[src/rtl/fetch_queue.sv]
// fetch_queue: issues word-aligned imem reads, buffers {pc, word} in order.
// Ports: clk/reset, imem req/rsp, redirect/redirect_pc, instr valid/ready/instr/instr_pc.
module fetch_queue #(
  parameter logic [31:0] RESET_PC = 32'h0000_0000,
  parameter int          DEPTH    = 2
) (
  input  logic        clk,
  input  logic        reset,
  output logic        imem_req_valid,
  input  logic        imem_req_ready,
  output logic [31:0] imem_addr,
  input  logic        imem_rsp_valid,
  input  logic [31:0] imem_rsp_data,
  input  logic        redirect,
  input  logic [31:0] redirect_pc,
  output logic        instr_valid,
  input  logic        instr_ready,
  output logic [31:0] instr,
  output logic [31:0] instr_pc
);

  localparam int AW = $clog2(DEPTH);
  localparam int CW = $clog2(DEPTH + 1);
  localparam logic [CW+1:0] DEPTH_W = (CW+2)'(DEPTH);
  localparam logic [AW-1:0] ONE_A = AW'(1);
  localparam logic [CW-1:0] ONE_C = CW'(1);

  logic [31:0]   fetch_pc_q, fetch_pc_d;
  logic [31:0]   rsp_pc_q, rsp_pc_d;
  logic [31:0]   pc_mem_q [DEPTH];
  logic [31:0]   pc_mem_d [DEPTH];
  logic [31:0]   word_mem_q [DEPTH];
  logic [31:0]   word_mem_d [DEPTH];
  logic [AW-1:0] head_q, head_d;
  logic [AW-1:0] tail_q, tail_d;
  logic [CW-1:0] count_q, count_d;
  logic [CW-1:0] outst_q, outst_d;
  logic [CW-1:0] drop_q, drop_d;
  logic [CW+1:0] occ;
  logic          req_fire;
  logic          pop;
  logic          push;
  logic          rsp_drop;
  logic [31:0]   tgt_pc;

  always_comb begin
    occ = {2'b00, count_q} + {2'b00, outst_q} + {2'b00, drop_q};
    // Reserve a slot per outstanding read so responses never need backpressure.
    imem_req_valid = !reset && !redirect && (occ < DEPTH_W);
    imem_addr      = fetch_pc_q;
    instr_valid    = !reset && (count_q != '0);
    instr          = word_mem_q[head_q];
    instr_pc       = pc_mem_q[head_q];
    req_fire       = imem_req_valid && imem_req_ready;
    pop            = instr_valid && instr_ready;
    rsp_drop       = imem_rsp_valid && (drop_q != '0);
    push           = imem_rsp_valid && (drop_q == '0);
    tgt_pc         = redirect_pc & 32'hFFFF_FFFC;
  end

  always_comb begin
    fetch_pc_d = fetch_pc_q;
    rsp_pc_d   = rsp_pc_q;
    pc_mem_d   = pc_mem_q;
    word_mem_d = word_mem_q;
    head_d     = head_q;
    tail_d     = tail_q;
    count_d    = count_q;
    outst_d    = outst_q;
    drop_d     = drop_q;
    if (redirect) begin
      fetch_pc_d = tgt_pc;
      rsp_pc_d   = tgt_pc;
      head_d     = '0;
      tail_d     = '0;
      count_d    = '0;
      outst_d    = '0;
      // A response landing this cycle already retires one in-flight read.
      drop_d     = drop_q + outst_q - CW'(imem_rsp_valid);
    end else begin
      if (req_fire) begin
        fetch_pc_d = fetch_pc_q + 32'd4;
      end
      if (rsp_drop) begin
        drop_d = drop_q - ONE_C;
      end
      // Kept responses come back in order, so their PCs run sequentially.
      if (push) begin
        pc_mem_d[tail_q]   = rsp_pc_q;
        word_mem_d[tail_q] = imem_rsp_data;
        tail_d             = tail_q + ONE_A;
        rsp_pc_d           = rsp_pc_q + 32'd4;
      end
      if (pop) begin
        head_d = head_q + ONE_A;
      end
      outst_d = outst_q + CW'(req_fire) - CW'(push);
      count_d = count_q + CW'(push) - CW'(pop);
    end
  end

  always_ff @(posedge clk) begin
    if (reset) begin
      fetch_pc_q <= RESET_PC;
      rsp_pc_q   <= RESET_PC;
      head_q     <= '0;
      tail_q     <= '0;
      count_q    <= '0;
      outst_q    <= '0;
      drop_q     <= '0;
    end else begin
      fetch_pc_q <= fetch_pc_d;
      rsp_pc_q   <= rsp_pc_d;
      head_q     <= head_d;
      tail_q     <= tail_d;
      count_q    <= count_d;
      outst_q    <= outst_d;
      drop_q     <= drop_d;
    end
  end

  always_ff @(posedge clk) begin
    pc_mem_q   <= pc_mem_d;
    word_mem_q <= word_mem_d;
  end

endmodule

[config.mk]
export PLATFORM = sky130hd
export DESIGN_NAME = fetch_queue
export DESIGN_NICKNAME = d
export VERILOG_FILES = /design/src/rtl/fetch_queue.sv
export SDC_FILE = /design/constraint.sdc
export NUM_CORES = 1
export LEC_CHECK = 0
export BUFFER_PORTS_ARGS = -buffer_cell sky130_fd_sc_hd__buf_2
export CORE_MARGIN = 3
export CORE_UTILIZATION = 50
export CTS_CLUSTER_SIZE = 24
export DETAILED_ROUTE_END_ITERATION = 7
export PLACE_DENSITY = 0.74
export RECOVER_POWER = 25
export SLEW_MARGIN = 10
export SYNTH_ARGS = -nofsm -noshare
export SYNTH_HDL_FRONTEND = slang
export SYNTH_SLANG_ARGS = --single-unit
[constraint.sdc]
create_clock -name clk -period 12.75 [get_ports clk]
set_input_delay 0.6375 -clock clk [delete_from_list [all_inputs] [get_ports clk]]
set_output_delay 0.6375 -clock clk [all_outputs]
set_load 0.005 [all_outputs]
Word level (Yosys, flattened, before mapping)

Cells that the tools add are included.

Muxes and demuxes: 16
Div/mod/pow operators: 0
Reduce and logical (&&, ||, !) cells: 18
Add/subtract/negate cells: 13
Shifts and indexed selects: 0
Equal/unequal tests: 0
Bitwise operators: 3
Order comparisons: 4
Multiply operators: 0

Operators with widths:

| kind                                               | count |
|---|---|
| 2-to-1 mux 32 bit                                  | 11 |
| bitwise mux 64 bit                                 | 2 |
| adder 32 x 3 -> 32 bit, second input constant      | 2 |
| demux 32 bit (select 1 bit)                        | 1 |
| nonzero test 2 bit                                 | 5 |
| logical AND 1 bit                                  | 8 |
| subtractor 2 x 1 -> 2 bit                          | 3 |
| adder 2 x 1 -> 2 bit                               | 2 |
| adder 3 x 2 -> 4 bit                               | 1 |
| >= comparator 2 bit, second input constant         | 2 |
| < comparator 4 x 2 -> 1 bit, second input constant | 1 |
| 2-to-1 mux 2 bit                                   | 2 |
| NOT 1 -> 2 bit                                     | 2 |
| adder 2 x 2 -> 3 bit                               | 1 |
| adder 1 bit, second input constant                 | 2 |
| adder 2 bit                                        | 1 |
| zero test 1 bit                                    | 2 |
| zero test 2 bit                                    | 1 |
| < comparator 2 x 1 -> 1 bit, second input constant | 1 |
| AND reduction 2 bit                                | 1 |
| OR reduction 2 bit                                 | 1 |
| subtractor 2 x 1 -> 2 bit, second input constant   | 1 |
| NOT 1 bit                                          | 1 |

Bits in read-only memories: 0
Memories kept: 0
Bits in latches: 0
Output and inout port bits: 98
Bits in writable memories: 0
Register bits after elaboration: 200
Logic and storage cells: 67
Input port bits: 70

Longest topological paths before layout

Gate-level depths: netlist of the first run.

Depth in word-level cells: 7
Gate-level depth with buffers: 16
Mapped depth without buffers: 13

Least setup slack after synthesis of the first run

No wires, ideal clock.

Path type: input to register
From: input port redirect
To: register pc_mem_q[34] (netlist bit) (enable)
Setup slack: 6.655 ns
Stages on the path: 4
Data arrival time: 5.537 ns
Required time: 12.192 ns
Cells stage by stage: clkbuf_1 buf_1 clkbuf_1 nor3_1

Cells in the longest elaborated chain, start to end: 2

RTL lines:

| what                                 | RTL line | text |
|---|---|---|
| start, declared                      | 14       | `input logic redirect,` |
| NOT 1 bit (no source line)           | --       |  |
| AND reduction 2 bit (no source line) | --       |  |
| end signal, assigned                 | 123      | `pc_mem_q <= pc_mem_d;` |
| end, declared                        | 30       | `logic [31:0] pc_mem_q [DEPTH];` |

Every way passes these cells.
A chain may end at the register's enable or synchronous reset.

Worst setup path after layout of the first run

From: register count_q[1]
To: register outst_q[1]

Cells in the longest elaborated chain, start to end: 7

RTL lines:

| what                        | RTL line | text |
|---|---|---|
| start, declared             | 36       | `logic [CW-1:0] count_q, count_d;` |
| start signal, assigned      | 116      | `count_q <= count_d;` |
| adder 2 x 2 -> 3 bit        | 47       | `occ = {2'b00, count_q} + {2'b00, outst_q} + {2'b00, drop_q};` |
| adder 3 x 2 -> 4 bit        | 47       |  |
| < comparator 4 x 2 -> 1 bit | 49       | `imem_req_valid = !reset && !redirect && (occ < DEPTH_W);` |
| logical AND 1 bit           | 49       |  |
| logical AND 1 bit           | 54       | `req_fire = imem_req_valid && imem_req_ready;` |
| adder 2 x 1 -> 2 bit        | 97       | `outst_d = outst_q + CW'(req_fire) - CW'(push);` |
| subtractor 2 x 1 -> 2 bit   | 97       |  |
| end signal, assigned        | 117      | `outst_q <= outst_d;` |
| end, declared               | 37       | `logic [CW-1:0] outst_q, outst_d;` |

Every way passes these cells.

==> impl_metrics.json, run 1 <==
{
  "status": "finished clean",
  "startpoint_type": "register",
  "cp_num_buf_inv": 4,
  "drtIter0Drc": 362,
  "synthArstFlopShare_pct": 0,
  "worst_r2r_path_depth": 13,
  "cts-root-buf": "clkbuf_16",
  "rsz0062_at_grt": "false",
  "worst_pin_slew_ns": 0.939,
  "first_global_vias": 5596,
  "slowest_delay_ns": 0.72,
  "yosysMostFrequentCell": "edfxtp_1",
  "critPathKind": "register to register",
  "leakagePower_nw": 3.63,
  "via_per_inst": 5.54,
  "dpl.hpwl_microns": 11900,
  "min_period_ns": 3.97,
  "ys_ff_latch": 192,
  "worstHoldPathCells": 1,
  "p_comb_share_pct": 10.5,
  "cp_top_family": "adder cells",
  "clk_pin_slew_ns": 0.07,
  "fp.dieW_microns": 136,
  "start_util_pct": 52.2,
  "clockPowerShare_pct": 36.8,
  "setup_ws_ns": 8.78,
  "dieArea_sq_um": 18500,
  "slew_headroom_pct": 37.2,
  "cts_tree": "done",
  "ctsResizeCount": 0,
  "grt_pass1_wl_microns": 28300,
  "yosysSeqAreaShare_pct": 60.3,
  "slew_viol_final": 0,
  "cts_num_sinks": 192,
  "yosysWarningCount": 0,
  "max_freq_mhz": 252,
  "p_sw_share_pct": 23.8,
  "core_area_sq_um": 16200,
  "synth.distinct_cells": 56,
  "placed_cell_area_sq_um": 9400,
  "ys_top_cells_by_count": "edfxtp_1, dfxtp_1, mux2_2, nand2_1",
  "portBuffers": 161,
  "fp.dieH_microns": 136,
  "fin_skew_ns": 0.00751,
  "synthesis.area_sq_um": 8440,
  "crit_path_end_kind": "register",
  "grt_overflow": 0,
  "synthTopCellsByArea": "edfxtp_1, dfxtp_1, mux2_2",
  "peakVddDrop_uv": 107,
  "place_congestion": 0.851,
  "crit_slowest_cell": "and3_1",
  "wirelength_microns": 18000,
  "synth_top_area_share_pct": 44.1,
  "fillers": 1321,
  "required_ns": 13.07,
  "final_hold_viol_count": 0,
  "areaGrowthSynthToFinish_pct": 18.0,
  "hp-class": "input port to register",
  "max_cap_violations": 0,
  "hold_ws_ns": 0.399,
  "clock_path_buffers": 2,
  "clk_latency_ns": 0.43,
  "synth_area_per_cell_sq_um": 12.1,
  "cts_buffers": 17,
  "dpl.cell_count": 1042,
  "synth_top_area_cell": "edfxtp_1",
  "detailedPlace.worstSlack_ns": 8.80,
  "ant_nets": 0,
  "diodes": 0,
  "drc_errors": 0,
  "arrival_ns": 4.29,
  "pwr-share-seq_pct": 52.7,
  "synth-edff-count": 124,
  "grt_max_degree": 66,
  "grt_use_total_pct": 19.7,
  "num_rows": 46,
  "tns_ns": 0,
  "instances_no_fill": 1074,
  "layout.nets": 927,
  "num_vias": 5955,
  "critPathMaxFanout": 34,
  "synth_flop_cell": "edfxtp_1",
  "drive_gt1_share_pct": 31.2,
  "post_cts_buffers": 0,
  "ctsHoldBuffers": 0,
  "antenna_found_initial": 0,
  "design_area_sq_um": 9960,
  "io-pin-count": 168,
  "crit_cells": 13,
  "powerDensity_nw_per_um2": 139,
  "fin_crit_sh_pct": 31.1,
  "power_mw": 1.38,
  "dr.pass1.iters": 5,
  "crit_chain": "inv_1 -> fa_1 -> inv_1 -> ha_1 -> nor4_1 -> and3_1 -> inv_2 -> ha_1 -> inv_1 -> ha_1 -> xnor2_1 -> xnor2_1 -> nor2_1",
  "p_int_mw": 1.05,
  "cts_max_level": 4,
  "p_sw_uw": 329,
  "fin_util_pct": 61.6,
  "wl_per_cell_microns": 16.8,
  "synthCells": 699,
  "setup_viol": 0
}
[layout make-up]
| cell class | count | area (sq um) | share of cell area, % |
|---|---|---|---|
| clock inverters | 15 | 144 | 1.45 |
| repair buffers | 167 | 841 | 8.44 |
| multi-input cells | 449 | 3120 | 31.4 |
| clock buffers | 17 | 425 | 4.27 |
| inverters | 18 | 67.6 | 0.679 |
| flip-flops and latches | 192 | 5090 | 51.1 |
| well taps | 216 | 270 | 2.71 |
[final timing paths]
kind / start / end / slack [ns]
max: count_q[1] / outst_q[1] / 8.78
min: imem_rsp_data[16] / word_mem_q[48] / 0.40
max reg2reg: count_q[1] / outst_q[1] / 8.78
min reg2reg: imem_addr[24] / imem_addr[24] / 0.52
[logic make-up after synthesis]
logic type,Yosys count,synth area share [%]
AND/OR/NAND/NOR,207,12.8
flip-flops,192,60.3
AO/OA/AOI/OAI,116,8.69
multiplexers,66,8.79
buffers and inverters,61,3.01
XOR/XNOR,44,4.57
adder cells (fa/ha/maj),12,1.87
other,1,0.0444
[flip-flops by register name, summed over array words and instances (netlist names)]
signal,flops
imem_addr,30
head_q,1
outst_q,2
tail_q,1
count_q,2
rsp_pc_q,30
word_mem_q,64
drop_q,2
pc_mem_q,60
[per-layer routing]
metal  up-vias  track usage, %  routed length, microns
li1       2900               -                       -
met1      2781            28.0                    8280
met2       253            29.8                    7940
met3        21            4.70                    1620
met4         0            6.55                     197
met5         -               0                       0
[power groups by stage]
stage | Clock (mW) | Sequential (mW) | Combinational [mW]
after global routing | 0.547 | 0.732 | 0.164
after detailed placement | 0 | 0.741 | 0.145
after floorplan | 0 | 0.736 | 0.0913
after global placement | 0 | 0.740 | 0.144
final | 0.509 | 0.728 | 0.145
after CTS | 0.521 | 0.728 | 0.147
[worst register-to-register path: cells and delay by family (launching register included)]
kind	cells	cell delay [ns]
XOR/XNOR	2	0.29
buffers and inverters	4	0.63
flip-flops	1	0.33
AND/OR/NAND/NOR	3	1.20
adder cells (fa/ha/maj)	4	1.42
[placed cells by master, fill, tap and decap left out, drive strengths merged, types with 15 or more instances in the layout]
cell	instances
buf	159
edfxtp	124
dfxtp	68
mux2	65
nand2	59
nor2	35
xnor2	35
a21oi	32
nand3	26
clkbuf	25
inv	20
nor4	19
nand4	19
a31oi	17
o21ai	15
(Power assumes the default switching activity.)
==> run 2: changes to the inputs <==
- ABC_AREA: default -> 1
- PLACE_DENSITY: 0.74 -> 0.73
- clock period: 12.75 -> 4.1 ns (I/O delays scaled with it)
==> impl_metrics.json, run 2 <==
{
  "fin_crit_sh_pct": 66.5,
  "powerDensity_nw_per_um2": 388,
  "clockPowerShare_pct": 36.5,
  "layout_commonest_cell": "nand2_1",
  "post_cts_buffers": 0,
  "dpl.cell_count": 1449,
  "drtIter0Drc": 504,
  "fp.dieW_microns": 141,
  "wl_per_cell_microns": 14.8,
  "num_rows": 48,
  "io-pin-count": 168,
  "tns_ns": 0,
  "ys_top_cells_by_count": "nand2_1, edfxtp_1, nor2_1, inv_1, dfxtp_1",
  "drc_errors": 0,
  "instances_no_fill": 1513,
  "areaGrowthSynthToFinish_pct": 20.0,
  "slowest_delay_ns": 0.53,
  "synth-edff-count": 124,
  "ctsResizeCount": 0,
  "crit_chain": "inv_1 -> fa_1 -> inv_1 -> ha_1 -> nor2_1 -> nand2_1 -> nor2_8 -> nand2_8 -> ha_1 -> inv_1 -> ha_1 -> or2_2 -> a21oi_1",
  "start_util_pct": 51.9,
  "p_int_mw": 3.14,
  "regMostFlops": "word_mem_q",
  "dr.pass1.iters": 5,
  "critPathKind": "register to register",
  "fp.dieH_microns": 141,
  "pwr-share-seq_pct": 52.5,
  "clk_pin_slew_ns": 0.07,
  "required_ns": 4.47,
  "place_congestion": 0.963,
  "arrival_ns": 3.09,
  "p_sw_mw": 1.11,
  "synth_top_area_cell": "edfxtp_1",
  "dpl.hpwl_microns": 15400,
  "max_freq_mhz": 367,
  "status": "finished clean",
  "ys_ff_latch": 192,
  "fillers": 1538,
  "cts_tree": "done",
  "slew_headroom_pct": 22.9,
  "leakagePower_nw": 4.67,
  "crit_path_end_kind": "register",
  "ctsHoldBuffers": 32,
  "largest_register_ffs": 64,
  "layout.nets": 1357,
  "clk_latency_ns": 0.43,
  "rsz0062_at_grt": "false",
  "antenna_found_initial": 0,
  "cts_buffers": 17,
  "synthCells": 1090,
  "wirelength_microns": 22300,
  "grt_use_total_pct": 22.2,
  "min_period_ns": 2.73,
  "grt_max_degree": 65,
  "grt_pass1_wl_microns": 35400,
  "slew_viol_final": 0,
  "clock_path_buffers": 2,
  "setup_viol": 0,
  "max_cap_violations": 0,
  "diodes": 0,
  "crit_slowest_cell": "fa_1",
  "synthesis.area_sq_um": 9140,
  "cts_num_sinks": 192,
  "regArea_sq_um": 5090,
  "synth_top_area_share_pct": 40.8,
  "yosysMostFrequentCell": "nand2_1",
  "final_cell_mix": "nand2_1, buf_2, edfxtp_1",
  "cp_num_buf_inv": 3,
  "yosysSeqAreaShare_pct": 55.7,
  "fin_util_pct": 62.3,
  "p_comb_share_pct": 11.0,
  "portBuffers": 161,
  "cts_max_level": 4,
  "synth_area_per_cell_sq_um": 8.38,
  "multi_input_area_sq_um": 3520,
  "worst_pin_slew_ns": 1.16,
  "synthArstFlopShare_pct": 0,
  "ant_nets": 0,
  "num_vias": 7774,
  "fin_skew_ns": 0.0106,
  "drive_gt1_share_pct": 15.8,
  "core_area_sq_um": 17600,
  "yosysWarningCount": 0,
  "largest_registers": "word_mem_q: 64 flops, pc_mem_q: 60 flops",
  "p_sw_share_pct": 26.2,
  "grt_overflow": 0,
  "peakVddDrop_uv": 317,
  "final_hold_viol_count": 0,
  "via_per_inst": 5.14,
  "startpoint_type": "register",
  "critPathMaxFanout": 8,
  "synthTopCellsByArea": "edfxtp_1, nand2_1, dfxtp_1",
  "dieArea_sq_um": 19900,
  "synth.distinct_cells": 41,
  "cts-root-buf": "clkbuf_16",
  "cp_top_family": "adder cells",
  "first_global_vias": 7174,
  "synth_flop_cell": "edfxtp_1",
  "hp-class": "input port to register"
}
[run 2: changes by cell type after synthesis, sizes merged, moves of 29 or more]
cell	before	now
nand2	59	422
nand3	26	59
nor2	35	108
mux2	65	0
xnor2	35	6
inv	18	103
[run 2: area by class of cell]
cell class | count | area share [%]
sequential | 192 | 46.4
multi-input combinational | 763 | 32.1
timing repair buffer | 198 | 10.4
clock buffer | 17 | 3.88
inverter | 103 | 3.55
tap | 225 | 2.57
clock inverter | 15 | 1.18
[run 2: cells by family after synthesis]
family | Yosys count | synth area share (%)
compound gates | 116 | 6.75
xor+xnor | 25 | 2.40
fa+ha+maj | 12 | 1.73
buf+inv | 138 | 6.19
flops | 192 | 55.7
other cells | 1 | 0.0410
simple gates | 606 | 27.2
[run 2: power groups by stage]
stage / Clock [mW] / Sequential [mW] / Combinational [mW]
CTS: 1.58 / 2.23 / 0.475
detailed placement: 0 / 2.27 / 0.448
global route: 1.66 / 2.24 / 0.530
floorplan: 0 / 2.26 / 0.281
finish: 1.55 / 2.23 / 0.469
global placement: 0 / 2.27 / 0.435
[run 2: tightest hold or removal path: stages]
cell and delay (ns):
buf_2 0.09, nand2_1 0.09, a21oi_1 0.07
[run 2: layer usage]
layer | wire [microns] | track usage [%]
met4 | 490 | 7.85
met1 | 9770 | 30.8
met2 | 10300 | 35.6
met3 | 1770 | 3.56
met5 | 0 | 0
[run 2: worst paths after layout]
| check | from | end | slack (ns) | depth (start not counted) |
|---|---|---|---|---|
| worst max-delay path | count_q[1] | outst_q[1] | 1.37 | 13 |
| worst min register to register | tail_q | tail_q | 0.47 | 2 |
| worst max register to register | count_q[1] | outst_q[1] | 1.37 | 13 |
| worst min-delay path | instr_ready | head_q | 0.07 | 3 |
[run 2: metrics by stage]
stage	hold slack [ns]	power [mW]	area, sq um	setup slack (ns)
3_5_place_dp	0.397	2.72	10100	1.38
3_3_place_gp	0.392	2.71	10100	1.44
5_1_grt	0.0761	4.43	11000	1.21
6_report	0.0656	4.25	11000	1.37
2_1_floorplan	0.304	2.54	9150	0.0569
4_1_cts	0.0518	4.29	11000	1.36
==> run 3: changes to the inputs <==
- ABC_AREA: 1 -> 0
- PLACE_DENSITY: 0.73 -> 0.74
- clock period: 4.1 -> 2.6 ns (I/O delays scaled with it)
==> impl_metrics.json, run 3 (synthesized netlist as in run 1, its figures left out) <==
{
  "status": "finished, violations left",
  "violations": "setup timing",
  "antenna_found_initial": 1,
  "core_area_sq_um": 16200,
  "routed.top_layer": "met5",
  "ant_nets": 0,
  "cp_num_buf_inv": 4,
  "arrival_ns": 2.93,
  "leakagePower_nw": 3.93,
  "wirelength_microns": 20100,
  "fp.dieH_microns": 136,
  "hp-class": "input port to register",
  "drtIter0Drc": 429,
  "place_congestion": 0.890,
  "fin_crit_sh_pct": 100,
  "diodes": 0,
  "setup_viol": 1,
  "final_hold_viol_count": 0,
  "worst_pin_slew_ns": 0.703,
  "drc_errors": 0,
  "cts_max_level": 4,
  "largest_register_ffs": 64,
  "fp.dieW_microns": 136,
  "wl_met2_microns": 9440,
  "crit_path_end_kind": "register",
  "clock_path_buffers": 2,
  "fin_util_pct": 66.5,
  "wl_met3_microns": 1930,
  "start_util_pct": 52.2,
  "cts-root-buf": "clkbuf_16",
  "critPathMaxFanout": 3,
  "regMostFlops": "word_mem_q",
  "grt_overflow": 0,
  "crit_chain": "inv_2 -> fa_1 -> inv_1 -> ha_2 -> nor4_4 -> and3_4 -> inv_4 -> ha_4 -> inv_2 -> ha_4 -> xnor2_2 -> xnor2_1 -> nor2_1",
  "cts_tree": "done",
  "final_cell_mix": "buf_2, edfxtp_1, mux2_2",
  "io-pin-count": 168,
  "max_cap_violations": 0,
  "portBuffers": 161,
  "layout.nets": 996,
  "cts_buffers": 17,
  "num_vias": 6437,
  "wl_met1_microns": 8520,
  "layout_commonest_cell": "buf_2",
  "clk_latency_ns": 0.43,
  "cp_top_family": "adder cells",
  "grt_use_total_pct": 21.5,
  "cts_num_sinks": 192,
  "slew_viol_final": 0,
  "tns_ns": -0.00411,
  "dieArea_sq_um": 18500,
  "crit_slowest_cell": "fa_1",
  "dpl.hpwl_microns": 13400,
  "power_mw": 7.04,
  "max_freq_mhz": 384,
  "grt_pass1_wl_microns": 31500,
  "wl_per_cell_microns": 17.6,
  "via_per_inst": 5.63,
  "dr.pass1.iters": 5,
  "powerDensity_nw_per_um2": 655,
  "num_rows": 46,
  "startpoint_type": "register",
  "slowest_delay_ns": 0.54,
  "critPathKind": "register to register",
  "required_ns": 2.92,
  "hold_ws_ns": 0.0175,
  "first_global_vias": 6299,
  "fin_skew_ns": 0.00916,
  "areaGrowthSynthToFinish_pct": 27.5,
  "slew_headroom_pct": 52.7,
  "rsz0062_at_grt": "true",
  "fillers": 1225,
  "min_period_ns": 2.60,
  "clk_pin_slew_ns": 0.07,
  "largest_registers": "word_mem_q: 64 flops, pc_mem_q: 60 flops",
  "grt_max_degree": 64,
  "drive_gt1_share_pct": 31.7,
  "setup_ws_ns": -0.00411,
  "peakVddDrop_uv": 483
}
run 3: changes by cell type in the layout (fill, tap and decap cells not counted), moves of 26 or more:
cell and change:
a21oi_1 -26, inv_1 -87, nor2_1 -63, nand3_1 -35
nand2_1 -361, xnor2_1 +28, mux2_2 +65
run 3: final timing paths:
check	startpoint	endpoint	slack, ns	cells past startpoint
setup / recovery	outst_q[1]	outst_q[1]	-0.004	13
hold / removal	redirect_pc[10]	rsp_pc_q[10]	0.02	3
setup reg to reg	outst_q[1]	outst_q[1]	-0.004	13
hold reg to reg	rsp_pc_q[23]	pc_mem_q[23]	0.52	0
run 3: where the power goes:
part | leakage, nW | internal (mW) | switching, mW
Sequential | 1.71 | 3.44 | 0.135
Clock | 0.281 | 1.43 | 1.13
Combinational | 1.94 | 0.452 | 0.460
Total | 3.93 | 5.32 | 1.72
run 3: layout make-up:
class / count / area, sq um / share of cell area, %
Clock inverter: 15 / 160 / 1.49
Multi-Input combinational cell: 449 / 3230 / 30.0
Sequential cell: 192 / 5090 / 47.3
Tap cell: 216 / 270 / 2.51
Clock buffer: 17 / 425 / 3.95
Timing Repair Buffer: 236 / 1520 / 14.1
Inverter: 18 / 70.1 / 0.651
run 3: worst register-to-register path, cell delays in order, from the launching register on:
cell and delay (ns):
dfxtp_2 0.33, inv_2 0.05, fa_1 0.54, inv_1 0.06
ha_2 0.19, nor4_4 0.29, and3_4 0.24, inv_4 0.05
ha_4 0.25, inv_2 0.04, ha_4 0.15, xnor2_2 0.13
xnor2_1 0.13, nor2_1 0.06
run 3: per-stage QoR:
| step | std cells | setup slack, ns | instance area (sq um) |
|---|---|---|---|
| 2_1_floorplan | 702 | -0.388 | 8560 |
| 3_3_place_gp | 1063 | -0.134 | 9670 |
| 3_5_place_dp | 1063 | -0.171 | 9670 |
| 4_1_cts | 1140 | 0.00394 | 10700 |
| 5_1_grt | 1143 | -0.119 | 10800 |
| 6_report | 1143 | -0.00411 | 10800 |
run 3: metal layers:
metal	GRT usage, %	up-vias
li1	-	3040
met1	29.6	3040
met2	34.3	326
met3	4.81	29
met4	6.49	2
met5	0	-
run 3: repair_timing:
item,CTS,global route
hold buffers,43,0
gates resized for setup,7,8
pin swaps,12,13
setup buffers,2,3
hold endpoints to repair,79,0
endpoints found under the setup margin,19,12
